===== src/rtl/hlsm_pkg.sv =====
// Shared definitions for HLSM Start/Done job drivers: widths, FSM encoding,
// operand bundle layout and the post-timeout reset length.
package hlsm_pkg;

  localparam int OP_W             = 16;
  localparam int Z_W              = 8;
  localparam int HLSM_TMO_RST_CYC = 2;

  typedef enum logic [2:0] {
    S_IDLE      = 3'd0,
    S_LAUNCH    = 3'd1,
    S_WAIT_DONE = 3'd2,
    S_RECOVER   = 3'd3,
    S_DELIVER   = 3'd4
  } state_t;

  // One operand triple as stored in the FIFO (a in the top bits).
  typedef struct packed {
    logic signed [OP_W-1:0] a;
    logic signed [OP_W-1:0] b;
    logic signed [OP_W-1:0] c;
  } op_t;

endpackage


===== src/rtl/hlsm_job_driver_if.sv =====
// Bundle of the upstream operand stream, the HLSM Start/Done port pair,
// the downstream result stream and the job statistics.
interface hlsm_job_driver_if
  import hlsm_pkg::*;
#(
  parameter int CNT_W = 16
);

  logic                   in_valid;
  logic                   in_ready;
  logic signed [OP_W-1:0] in_a;
  logic signed [OP_W-1:0] in_b;
  logic signed [OP_W-1:0] in_c;

  logic                   start;
  logic signed [OP_W-1:0] a;
  logic signed [OP_W-1:0] b;
  logic signed [OP_W-1:0] c;
  logic                   done;
  logic signed [Z_W-1:0]  z;
  logic                   hlsm_rst;

  logic                   out_valid;
  logic                   out_ready;
  logic signed [Z_W-1:0]  out_z;
  logic                   out_tmo;

  logic [CNT_W-1:0]       jobs_cnt;
  logic [CNT_W-1:0]       tmo_cnt;

  modport master (
    input  in_valid, in_a, in_b, in_c, done, z, out_ready,
    output in_ready, start, a, b, c, hlsm_rst, out_valid, out_z, out_tmo,
           jobs_cnt, tmo_cnt
  );

  modport slave (
    output in_valid, in_a, in_b, in_c, done, z, out_ready,
    input  in_ready, start, a, b, c, hlsm_rst, out_valid, out_z, out_tmo,
           jobs_cnt, tmo_cnt
  );

endinterface


===== src/rtl/hlsm_op_fifo.sv =====
// Small synchronous FIFO for operand triples. The head is read combinationally
// so the driver can pop it straight into its operand registers.
module hlsm_op_fifo #(
  parameter int DEPTH = 4,
  parameter int W     = 48
) (
  input  logic         clk,
  input  logic         rst_n,
  input  logic         push,
  input  logic [W-1:0] wdata,
  input  logic         pop,
  output logic [W-1:0] rdata,
  output logic         full,
  output logic         empty
);

  localparam int PW = (DEPTH > 1) ? $clog2(DEPTH) : 1;
  localparam int CW = $clog2(DEPTH + 1);

  logic [W-1:0]  mem [DEPTH];
  logic [PW-1:0] wr_ptr_reg;
  logic [PW-1:0] rd_ptr_reg;
  logic [CW-1:0] count_reg;
  logic          do_push;
  logic          do_pop;

  assign do_push = push & ~full;
  assign do_pop  = pop & ~empty;

  always_ff @(posedge clk) begin
    if (do_push) begin
      mem[wr_ptr_reg] <= wdata;
    end
  end

  // Pointers wrap naturally because DEPTH is a power of two; the count
  // carries the extra state that tells full from empty.
  always_ff @(posedge clk or negedge rst_n) begin
    if (!rst_n) begin
      wr_ptr_reg <= '0;
      rd_ptr_reg <= '0;
      count_reg  <= '0;
    end else begin
      if (do_push) begin
        wr_ptr_reg <= wr_ptr_reg + PW'(1);
      end
      if (do_pop) begin
        rd_ptr_reg <= rd_ptr_reg + PW'(1);
      end
      case ({do_push, do_pop})
        2'b10:   count_reg <= count_reg + CW'(1);
        2'b01:   count_reg <= count_reg - CW'(1);
        default: count_reg <= count_reg;
      endcase
    end
  end

  assign full  = (count_reg == CW'(DEPTH));
  assign empty = (count_reg == '0);
  assign rdata = mem[rd_ptr_reg];

endmodule


===== src/rtl/hlsm_job_driver.sv =====
// Initiator for HLSM Start/Done jobs: buffers operand triples, runs one job at
// a time with a Done timeout, resets the HLSM after an abort and streams z out.
module hlsm_job_driver
  import hlsm_pkg::*;
#(
  parameter int DEPTH   = 4,
  parameter int TIMEOUT = 64,
  parameter int CNT_W   = 16
) (
  input  logic              clk,
  input  logic              rst_n,
  hlsm_job_driver_if.master bus
);

  state_t                state_reg;
  state_t                state_next;
  logic [CNT_W-1:0]      timer_reg;
  logic [CNT_W-1:0]      timer_next;
  logic                  ready_reg;
  op_t                   ops_reg;
  logic signed [Z_W-1:0] out_z_reg;
  logic                  out_tmo_reg;
  logic [CNT_W-1:0]      jobs_cnt_reg;
  logic [CNT_W-1:0]      tmo_cnt_reg;

  op_t                   in_ops;
  op_t                   head_ops;
  logic                  fifo_push;
  logic                  fifo_pop;
  logic                  fifo_full;
  logic                  fifo_empty;

  logic                  done_ok;
  logic                  tmo_hit;
  logic                  rcv_last;
  logic                  take_done;
  logic                  take_tmo;
  logic                  deliver_ack;

  assign in_ops.a  = bus.in_a;
  assign in_ops.b  = bus.in_b;
  assign in_ops.c  = bus.in_c;
  assign fifo_push = bus.in_valid & bus.in_ready;

  hlsm_op_fifo #(
    .DEPTH (DEPTH),
    .W     ($bits(op_t))
  ) u_fifo (
    .clk   (clk),
    .rst_n (rst_n),
    .push  (fifo_push),
    .wdata (in_ops),
    .pop   (fifo_pop),
    .rdata (head_ops),
    .full  (fifo_full),
    .empty (fifo_empty)
  );

  // A timer of zero marks the first WAIT_DONE cycle, where a Done still held
  // over from the previous job must not be mistaken for completion.
  assign done_ok  = bus.done && (timer_reg != '0);
  assign tmo_hit  = (timer_reg == CNT_W'(TIMEOUT - 1));
  assign rcv_last = (timer_reg == CNT_W'(HLSM_TMO_RST_CYC - 1));

  always_comb begin
    state_next  = state_reg;
    timer_next  = timer_reg;
    fifo_pop    = 1'b0;
    take_done   = 1'b0;
    take_tmo    = 1'b0;
    deliver_ack = 1'b0;
    case (state_reg)
      S_IDLE: begin
        if (!fifo_empty) begin
          fifo_pop   = 1'b1;
          state_next = S_LAUNCH;
        end
      end
      S_LAUNCH: begin
        timer_next = '0;
        state_next = S_WAIT_DONE;
      end
      S_WAIT_DONE: begin
        if (done_ok) begin
          take_done  = 1'b1;
          state_next = S_DELIVER;
        end else if (tmo_hit) begin
          take_tmo   = 1'b1;
          timer_next = '0;
          state_next = S_RECOVER;
        end else begin
          timer_next = timer_reg + CNT_W'(1);
        end
      end
      S_RECOVER: begin
        if (rcv_last) begin
          state_next = S_DELIVER;
        end else begin
          timer_next = timer_reg + CNT_W'(1);
        end
      end
      S_DELIVER: begin
        if (bus.out_ready) begin
          deliver_ack = 1'b1;
          state_next  = S_IDLE;
        end
      end
      default: begin
        state_next = S_IDLE;
      end
    endcase
  end

  always_ff @(posedge clk or negedge rst_n) begin
    if (!rst_n) begin
      state_reg    <= S_IDLE;
      timer_reg    <= '0;
      ready_reg    <= 1'b0;
      ops_reg      <= '0;
      out_z_reg    <= '0;
      out_tmo_reg  <= 1'b0;
      jobs_cnt_reg <= '0;
      tmo_cnt_reg  <= '0;
    end else begin
      state_reg <= state_next;
      timer_reg <= timer_next;
      ready_reg <= 1'b1;
      if (fifo_pop) begin
        ops_reg <= head_ops;
      end
      if (take_done) begin
        out_z_reg   <= bus.z;
        out_tmo_reg <= 1'b0;
      end else if (take_tmo) begin
        out_z_reg   <= '0;
        out_tmo_reg <= 1'b1;
        tmo_cnt_reg <= tmo_cnt_reg + CNT_W'(1);
      end
      if (deliver_ack) begin
        jobs_cnt_reg <= jobs_cnt_reg + CNT_W'(1);
      end
    end
  end

  // Start and HlsmRst decode straight from the state so reset drops them at once.
  assign bus.in_ready  = ready_reg & ~fifo_full;
  assign bus.start     = (state_reg == S_LAUNCH);
  assign bus.hlsm_rst  = (state_reg == S_RECOVER);
  assign bus.out_valid = (state_reg == S_DELIVER);
  assign bus.a         = ops_reg.a;
  assign bus.b         = ops_reg.b;
  assign bus.c         = ops_reg.c;
  assign bus.out_z     = out_z_reg;
  assign bus.out_tmo   = out_tmo_reg;
  assign bus.jobs_cnt  = jobs_cnt_reg;
  assign bus.tmo_cnt   = tmo_cnt_reg;

endmodule


===== src/flat_wrapper.sv =====
// flat-port wrapper written by rule: the top's interface ports become plain ports
module hlsm_job_driver_flat import hlsm_pkg::*;
#(
  parameter int DEPTH   = 4,
  parameter int TIMEOUT = 64,
  parameter int CNT_W   = 16
)
  (clk, rst_n, bus_in_valid, bus_in_a, bus_in_b, bus_in_c, bus_done, bus_z, bus_out_ready, bus_in_ready, bus_start, bus_a, bus_b, bus_c, bus_hlsm_rst, bus_out_valid, bus_out_z, bus_out_tmo, bus_jobs_cnt, bus_tmo_cnt);
  hlsm_job_driver_if #(.CNT_W(CNT_W)) bus_i ();
  input  logic clk;
  input  logic rst_n;
  input wire logic [$bits(bus_i.in_valid)-1:0] bus_in_valid;
  input wire logic [$bits(bus_i.in_a)-1:0] bus_in_a;
  input wire logic [$bits(bus_i.in_b)-1:0] bus_in_b;
  input wire logic [$bits(bus_i.in_c)-1:0] bus_in_c;
  input wire logic [$bits(bus_i.done)-1:0] bus_done;
  input wire logic [$bits(bus_i.z)-1:0] bus_z;
  input wire logic [$bits(bus_i.out_ready)-1:0] bus_out_ready;
  output wire logic [$bits(bus_i.in_ready)-1:0] bus_in_ready;
  output wire logic [$bits(bus_i.start)-1:0] bus_start;
  output wire logic [$bits(bus_i.a)-1:0] bus_a;
  output wire logic [$bits(bus_i.b)-1:0] bus_b;
  output wire logic [$bits(bus_i.c)-1:0] bus_c;
  output wire logic [$bits(bus_i.hlsm_rst)-1:0] bus_hlsm_rst;
  output wire logic [$bits(bus_i.out_valid)-1:0] bus_out_valid;
  output wire logic [$bits(bus_i.out_z)-1:0] bus_out_z;
  output wire logic [$bits(bus_i.out_tmo)-1:0] bus_out_tmo;
  output wire logic [$bits(bus_i.jobs_cnt)-1:0] bus_jobs_cnt;
  output wire logic [$bits(bus_i.tmo_cnt)-1:0] bus_tmo_cnt;
  assign bus_i.in_valid = bus_in_valid;
  assign bus_i.in_a = bus_in_a;
  assign bus_i.in_b = bus_in_b;
  assign bus_i.in_c = bus_in_c;
  assign bus_i.done = bus_done;
  assign bus_i.z = bus_z;
  assign bus_i.out_ready = bus_out_ready;
  assign bus_in_ready = bus_i.in_ready;
  assign bus_start = bus_i.start;
  assign bus_a = bus_i.a;
  assign bus_b = bus_i.b;
  assign bus_c = bus_i.c;
  assign bus_hlsm_rst = bus_i.hlsm_rst;
  assign bus_out_valid = bus_i.out_valid;
  assign bus_out_z = bus_i.out_z;
  assign bus_out_tmo = bus_i.out_tmo;
  assign bus_jobs_cnt = bus_i.jobs_cnt;
  assign bus_tmo_cnt = bus_i.tmo_cnt;
  hlsm_job_driver #(.DEPTH(DEPTH), .TIMEOUT(TIMEOUT), .CNT_W(CNT_W)) u_core (.clk(clk), .rst_n(rst_n), .bus(bus_i));
endmodule

===== config.mk =====
export PLATFORM = sky130hd
export DESIGN_NAME = hlsm_job_driver_flat
export DESIGN_NICKNAME = d
export VERILOG_FILES = /design/src/rtl/hlsm_pkg.sv /design/src/rtl/hlsm_job_driver_if.sv /design/src/rtl/hlsm_op_fifo.sv /design/src/rtl/hlsm_job_driver.sv /design/src/flat_wrapper.sv
export SDC_FILE = /design/constraint.sdc
export NUM_CORES = 1
export LEC_CHECK = 0
export CAP_MARGIN = 20
export CELL_PAD_IN_SITES_DETAIL_PLACEMENT = 1
export CELL_PAD_IN_SITES_GLOBAL_PLACEMENT = 2
export CORE_MARGIN = 1
export CORE_UTILIZATION = 40
export CTS_BUF_LIST = sky130_fd_sc_hd__clkbuf_8
export CTS_CLUSTER_DIAMETER = 50
export CTS_CLUSTER_SIZE = 30
export DETAILED_ROUTE_END_ITERATION = 6
export GPL_TIMING_DRIVEN = 0
export PLACE_DENSITY = 0.85
export SYNTH_ARGS = -nofsm -noshare
export SYNTH_HDL_FRONTEND = slang
export SYNTH_HIERARCHICAL = 1
export SYNTH_SLANG_ARGS = --single-unit

===== constraint.sdc =====
create_clock -name clk -period 6.9 [get_ports clk]
set_input_delay 1.38 -clock clk [delete_from_list [all_inputs] [get_ports clk]]
set_output_delay 1.38 -clock clk [all_outputs]
set_load 0.02 [all_outputs]

==> results of run 1 <==
[final cells by class]
type                       count  share of cell area
buffer                        29             0.00830
tap                          390              0.0324
clock buffer                  36              0.0329
clock inverter                28              0.0177
multi-input combinational    329               0.219
antenna                        1            0.000166
timing repair buffer         158               0.109
inverter                      23             0.00573
sequential                   308               0.575
[metal layers]
layer	wire length, um	track usage	vias to the layer above
met5	22	0	-
met4	421	0.0445	4
li1	-	-	3093
met2	13200	0.302	167
met1	11700	0.233	3578
met3	1880	0.0530	36
[synth_stat cells, types with 4 or more instances]
master / number
edfxtp_1: 192
dfrtp_1: 116
mux2_2: 50
mux4_2: 48
inv_1: 23
nor2_1: 23
nand2_1: 19
nand3_1: 19
xnor2_1: 19
xor2_1: 17
clkbuf_1: 16
nand4_1: 14
o41ai_1: 13
buf_2: 10
ha_1: 10
nor3_1: 9
a211oi_1: 8
a22o_1: 8
nor4_1: 7
o21ai_0: 6
and3_2: 4
and4_1: 4
mux2i_1: 4
[path summary, 6_finish.rpt]
check / start / end
max: u_core/state_reg[0] / u_core/u_fifo/count_reg[2]
min: u_core/bus.jobs_cnt[15] / u_core/bus.jobs_cnt[15]
max reg2reg: u_core/state_reg[0] / u_core/u_fifo/count_reg[2]
min reg2reg: u_core/bus.jobs_cnt[15] / u_core/bus.jobs_cnt[15]
max in group asynchronous: rst_n / u_core/u_fifo/wr_ptr_reg[1]
min in group asynchronous: rst_n / u_core/timer_reg[2]
[through the flow]
| step | hold WS (ps) | worst slack [ps] | std cells | setup TNS (ps) | cell area [um2] |
|---|---|---|---|---|---|
| 2_1_floorplan | 478 | 4030 | 689 | 0 | 12200 |
| 3_3_place_gp | 457 | -829 | 1232 | -94490 | 14200 |
| 3_5_place_dp | 462 | 2890 | 1237 | 0 | 14300 |
| 4_1_cts | 479 | 2840 | 1301 | 0 | 15100 |
| 5_1_grt | 490 | 2640 | 1301 | 0 | 15100 |
| 6_report | 475 | 3040 | 1302 | 0 | 15100 |
[power by group through the flow]
stage	sequential [mW]	clock [mW]	combinational, mW
CTS	2.51	1.36	2.11
detailed placement	2.54	0	2.11
finish	2.50	1.31	2.07
global route	2.54	1.42	2.23
global placement	2.53	0	2.04
floorplan	2.70	0	1.09
[worst register-to-register path, delay by kind of cell (launching register included)]
kind | cells | cell delay (ps)
xor+xnor | 2 | 300
simple gates | 2 | 930
flops | 1 | 360
fa+ha+maj | 2 | 560
compound gates | 1 | 330
buf+inv | 4 | 1320
[kinds of logic (layout without fill, tap and decap cells)]
family,count (synthesis),count (layout),synth area share
AO/OA/AOI/OAI,54,54,0.0353
XOR/XNOR,36,36,0.0259
adder cells (fa/ha/maj),11,11,0.0119
buffers and inverters,52,274,0.0174
flip-flops,308,308,0.712
multiplexers,103,103,0.139
other,1,2,0.000308
AND/OR/NAND/NOR,124,124,0.0581
[layout by cell type, fill, tap and decap left out, types with 13 or more instances in the layout]
cell / n
clkdlybuf4s50_1: 152
nand4_1: 14
xnor2_1: 19
clkbuf_1: 16
nand2_1: 19
mux2_2: 50
xor2_1: 17
dfrtp_1: 116
inv_1: 26
mux4_2: 48
o41ai_1: 13
nor2_1: 23
edfxtp_1: 192
nand3_1: 19
clkbuf_8: 36
==> summary.txt, run 1 <==
GRT
  – Largest net degree at the start of global routing: 64
  – Global Route Usage Sum: 0.181
  – Initial antenna violation count: 3
  – Overflow after GRT: 0
  – Vias in the first global route: 7530
  – First-pass GRT wire length: 42900 um

Status
  – Outcome: finished, final reports clean

Placement
  – I/O Buffers: 153
  – Hpwl dp: 17900 um
  – Gpl congestion: 0.817

STA
  – Fmax: 0.259 GHz
  – Setup Viol. Count Final: 0
  – Unrepaired setup endpoints after global routing: no
  – Worst-Margin Slew: 877 ps
  – Max-slew violation count: 0
  – Tcrit/Tclk final: 0.560
  – Relative slew margins: 0.410
  – Post-route clock skew: 31.6 ps
  – Final hold viol count: 0
  – Min Tclk post-route: 3860 ps

Critical path
  – Crit Path Max Fanout: 10
  – Worst path slowest cell: nor4_1
  – CP Depth: 11
  – Worst Path Buf+Inv: 4
  – Most used cell, CP: xor2_1
  – CP delay by family, top: buffers and inverters
  – WS Path Type: reg2reg
  – Crit path launch type: register
  – Data arrival time of the worst path: 4320 ps
  – Critical Path RT: 7360 ps
  – Slowest stage delay, CP: 820 ps
  – R2R depth: 11
  – R2R Setup Slk: 3040 ps
  – Worst setup EP type: register
  – Worst path cell trace: clkbuf_1, nor4_1, buf_2, buf_1, o31a_2, ha_1, inv_1, fa_1, xor2_1, nor2_1, xor2_1

Route
  – Pre-antenna DRT Iters: 4
  – Via count: 6878
  – DR iter-0 viols: 421
  – DR DRC count: 0
  – Routed Antenna Nets: 0
  – Final wirelength: 27200 um
  – WL per Instance: 20.9 um
  – Routed vias/inst: 5.28

Final layout
  – Nets: 956
  – # fillers: 2804
  – Largest register FFs: 192
  – Register area: 8670 um2
  – Ratio of cells with drive above 1 in the final layout: 0.211
  – Area growth syn-to-layout: 23.7%
  – Area taken by multi-input logic gates: 3300 um2
  – Post-layout util: 0.506
  – Most flops, register: u_core/u_fifo/mem

CTS
  – Post_cts resized: 0
  – Cts hold-fix bufs: 0
  – Clk_lat worst skew: 560 ps
  – Clock root buffer: clkbuf_8
  – CTS buffer count: 35
  – CTS H-Tree Depth: 2
  – CTS tree: done
  – Clock Pin Slew Worst Setup and Hold Paths: 90 ps
  – Clock buffer depth: 3
  – Setup Buffers After CTS: 0
  – CTS sink cnt: 308

Floorplan
  – Die height: 177 um
  – Die X: 177 um
  – Die area: 31200 um2
  – Initial Utilization: 0.409
  – Ports: 154
  – Core Area: 29800 um2
  – Num rows: 63

Synthesis
  – Post-Syn Nets: 761
  – Synth Instances: 689
  – Ranking of synthesized cells by area: edfxtp_1 (47%), dfrtp_1 (24%), mux4_2 (8.9%)
  – Post-synthesis sequential area ratio: 0.712
  – Distinct cells, synth: 60
  – Avg Inst Size Synth: 17.7 um2
  – EDFF count, synth: 192
  – Seq cells post-synth: 308
  – Total number of yosys warnings: 6
  – Post-Syn Area: 12200 um2
  – Synth Flop Type: edfxtp_1
  – Synth top area share: 0.473
  – Post-synth top area cell: edfxtp_1
  – Ys async rst share: 0.377

Pwr
  – Power per cell area: 390 nW/um2
  – Static leakage: 5.47 nW
  – Sequential share of power: 0.425
  – Sw Ratio: 0.337
  – Total internal power: 3.90 mW
  – Clock share of power: 0.223
  – Worst vdd ir: 0.255 mV
  – Overall power: 5.88 mW
  – Part of the power in combinational logic: 0.352
  – P_sw: 1.98 mW

Run
  – MaxCap Viol Count: 0

Worst hold path
  – Hold path depth: 1
  – Hold Path Class: reg2reg
No activity file was read; power rests on OpenSTA's default activity.
==> run 2, diff against run 1 <==
CORE_UTILIZATION = 38   (was 40)
PLACE_DENSITY = 0.84   (was 0.85)
clock period = 3.3 ns   (was 6.9 ns; I/O delays follow)
==> summary.txt, run 2 (synthesized netlist as in run 1, its figures left out) <==
Status
  – Outcome: finished, final reports clean

STA
  – Tcrit/Tclk final: 0.906
  – Unrepaired setup endpoints after global routing: no
  – Post-route clock skew: 69.8 ps (+38.2 ps)
  – Min Tclk post-route: 2990 ps
  – Max-slew violation count: 0 (unchanged)
  – Setup Viol. Count Final: 0 (unchanged)
  – Final hold viol count: 0 (unchanged)
  – Fin worst setup slack: 312 ps (-2720 ps)
  – Fmax: 0.335 GHz
  – Relative slew margins: 0.476 (+0.0668)
  – Worst-Margin Slew: 785 ps (-92.1 ps)

Critical path
  – Worst R2R Start: u_core/state_reg[0]
  – Critical Path RT: 2640 ps (-4720 ps)
  – R2R depth: 11 (unchanged)
  – Data arrival time of the worst path: 2330 ps (-1990 ps)
  – Worst setup EP type: output port
  – R2R Setup Slk: 380 ps (-2660 ps)
  – Reg-to-reg endpoint: u_core/u_fifo/count_reg[2]
  – Crit Path Max Fanout: 10 (unchanged)
  – Crit path launch type: register
  – WS Path Type: reg2out

Pwr
  – Clock share of power: 0.233 (+0.010)
  – Sw Ratio: 0.345 (+0.00788)
  – Power per cell area: 821 nW/um2 (+110%)
  – Total internal power: 8.14 mW (+110%)
  – Static leakage: 5.48 nW (+0.21%)
  – Worst vdd ir: 0.528 mV (+110%)
  – Overall power: 12.4 mW (+110%)
  – P_sw: 4.29 mW (+120%)
  – Sequential share of power: 0.420 (-0.005)
  – Part of the power in combinational logic: 0.348 (-0.004)

Placement
  – Hpwl dp: 17800 um (-0.91%)
  – Place WS: -288 ps (-3180 ps)
  – Gpl congestion: 0.814 (-0.40%)
  – Placed Cells: 1250 (+1.1%)
  – I/O Buffers: 153 (unchanged)
  – Placed Instance Area: 14300 um2 (+0.14%)

Final layout
  – Area growth syn-to-layout: 24.3%
  – Largest register FFs: 192 (unchanged)
  – Commonest non-fill, non-tap cell in the layout: edfxtp_1
  – Finished Cell Area: 15100 um2 (+0.44%)
  – Post-layout util: 0.480 (-0.0261)
  – Nets: 956 (unchanged)
  – Most flops, register: u_core/u_fifo/mem
  – # fillers: 2996 (+6.8%)
  – Ratio of cells with drive above 1 in the final layout: 0.214 (+0.00329)
  – Final Non-Filler Cells: 1314 (+0.92%)
  – Most frequent cells in the layout: edfxtp_1 (192), clkdlybuf4s50_1 (152), dfrtp_1 (116)

Floorplan
  – Die area: 32800 um2 (+5.2%)
  – Num rows: 65 (+3.2%)
  – Die height: 181 um (+2.6%)
  – Ports: 154 (unchanged)
  – Core Area: 31600 um2 (+5.9%)
  – Die X: 181 um (+2.6%)
  – Initial Utilization: 0.386 (-0.0228)

CTS
  – Clock Pin Slew Worst Setup and Hold Paths: 90 ps (about the same)
  – CTS buffer count: 35 (unchanged)
  – CTS H-Tree Depth: 2 (unchanged)
  – CTS tree: done
  – Clk_lat worst skew: 590 ps (+30 ps)
  – Clock root buffer: clkbuf_8
  – CTS sink cnt: 308 (unchanged)
  – Clock buffer depth: 3 (unchanged)
  – Cts hold-fix bufs: 0 (unchanged)

GRT
  – Met2 global-route usage: 0.279 (-0.0237)
  – M3 GR Usage: 0.0484 (-0.00459)
  – GR peak layer: met2
  – Vias in the first global route: 7397 (-1.8%)
  – Initial antenna violation count: 1 (-2)
  – Overflow after GRT: 0 (unchanged)
  – GR Util met1: 0.227 (-0.00596)
  – First-pass GRT wire length: 43400 um (+1.2%)
  – Largest net degree at the start of global routing: 72 (+13%)
  – Global Route Usage Sum: 0.171 (-0.0104)

Route
  – Final wirelength: 27200 um (-0.11%)
  – Via count: 6834 (-0.64%)
  – WL per Instance: 20.7 um (-1.0%)
  – Routed vias/inst: 5.20 (-1.5%)
  – Pre-antenna DRT Iters: 4 (unchanged)
  – Routed Antenna Nets: 0 (unchanged)
  – DR iter-0 viols: 368 (-13%)
  – DR DRC count: 0 (unchanged)

Run
  – MaxCap Viol Count: 0 (unchanged)

Worst hold path
  – Hold Path Class: in2async
[run 2: through the flow]
stage,setup TNS (ps),hold slack (ps)
4_1_cts,0,23.0
3_5_place_dp,-371,466
6_report,0,50.7
2_1_floorplan,0,364
3_3_place_gp,-446080,460
5_1_grt,0,36.6
[run 2: area by class of cell]
type | count | area [um2] | share of cell area
clock inverters | 28 | 314 | 0.0207
flip-flops and latches | 308 | 8670 | 0.573
clock buffers | 36 | 495 | 0.0327
plain buffers | 28 | 124 | 0.00818
well taps | 402 | 503 | 0.0332
inverters | 23 | 86.3 | 0.00570
diodes | 1 | 2.50 | 0.000165
multi-input cells | 329 | 3300 | 0.218
repair buffers | 159 | 1650 | 0.109
[run 2: power groups by stage]
stage / combinational, mW / sequential, mW / clock (mW)
floorplan: 2.27 / 5.65 / 0
global route: 4.66 / 5.30 / 3.14
detailed placement: 4.38 / 5.31 / 0
CTS: 4.41 / 5.23 / 3.01
finish: 4.32 / 5.22 / 2.89
global placement: 4.27 / 5.29 / 0
[run 2: worst max path at each step]
stage / from / end / cells after the start / slack [ps]
after detailed placement: u_core/state_reg[0] / u_core/u_fifo/count_reg[2] / 12 / -290
after global placement: rst_n / u_core/bus.b[12] / 1 / -3830
after CTS: u_core/state_reg[0] / u_core/u_fifo/count_reg[2] / 11 / 130
final: u_core/state_reg[1] / bus_hlsm_rst / 4 / 310
after global routing: u_core/state_reg[1] / bus_hlsm_rst / 4 / 120
after floorplan: u_core/state_reg[0] / u_core/u_fifo/count_reg[2] / 11 / 430
[run 2: metal layers]
metal | vias up | wire [um]
li1 | 3079 | -
met1 | 3528 | 11800
met2 | 185 | 13000
met3 | 40 | 1900
met4 | 2 | 531
met5 | - | 13
[run 2: critical path, cell delays in order, from the launching register on]
cell and delay, ps:
dfrtp_1 320, clkbuf_1 330, nand2b_1 220, nor2_1 260
clkdlybuf4s50_1 670
[run 2: what timing repair did]
item,CTS,global route
setup endpoints to repair,2,1
resized for setup,0,1
setup buffers,0,0
==> run 3, diff against run 2 <==
GPL_ROUTABILITY_DRIVEN = 0   (was unset)
==> results of run 3 <==
No change in the layout: final DEF, timing and power equal those of run 2.
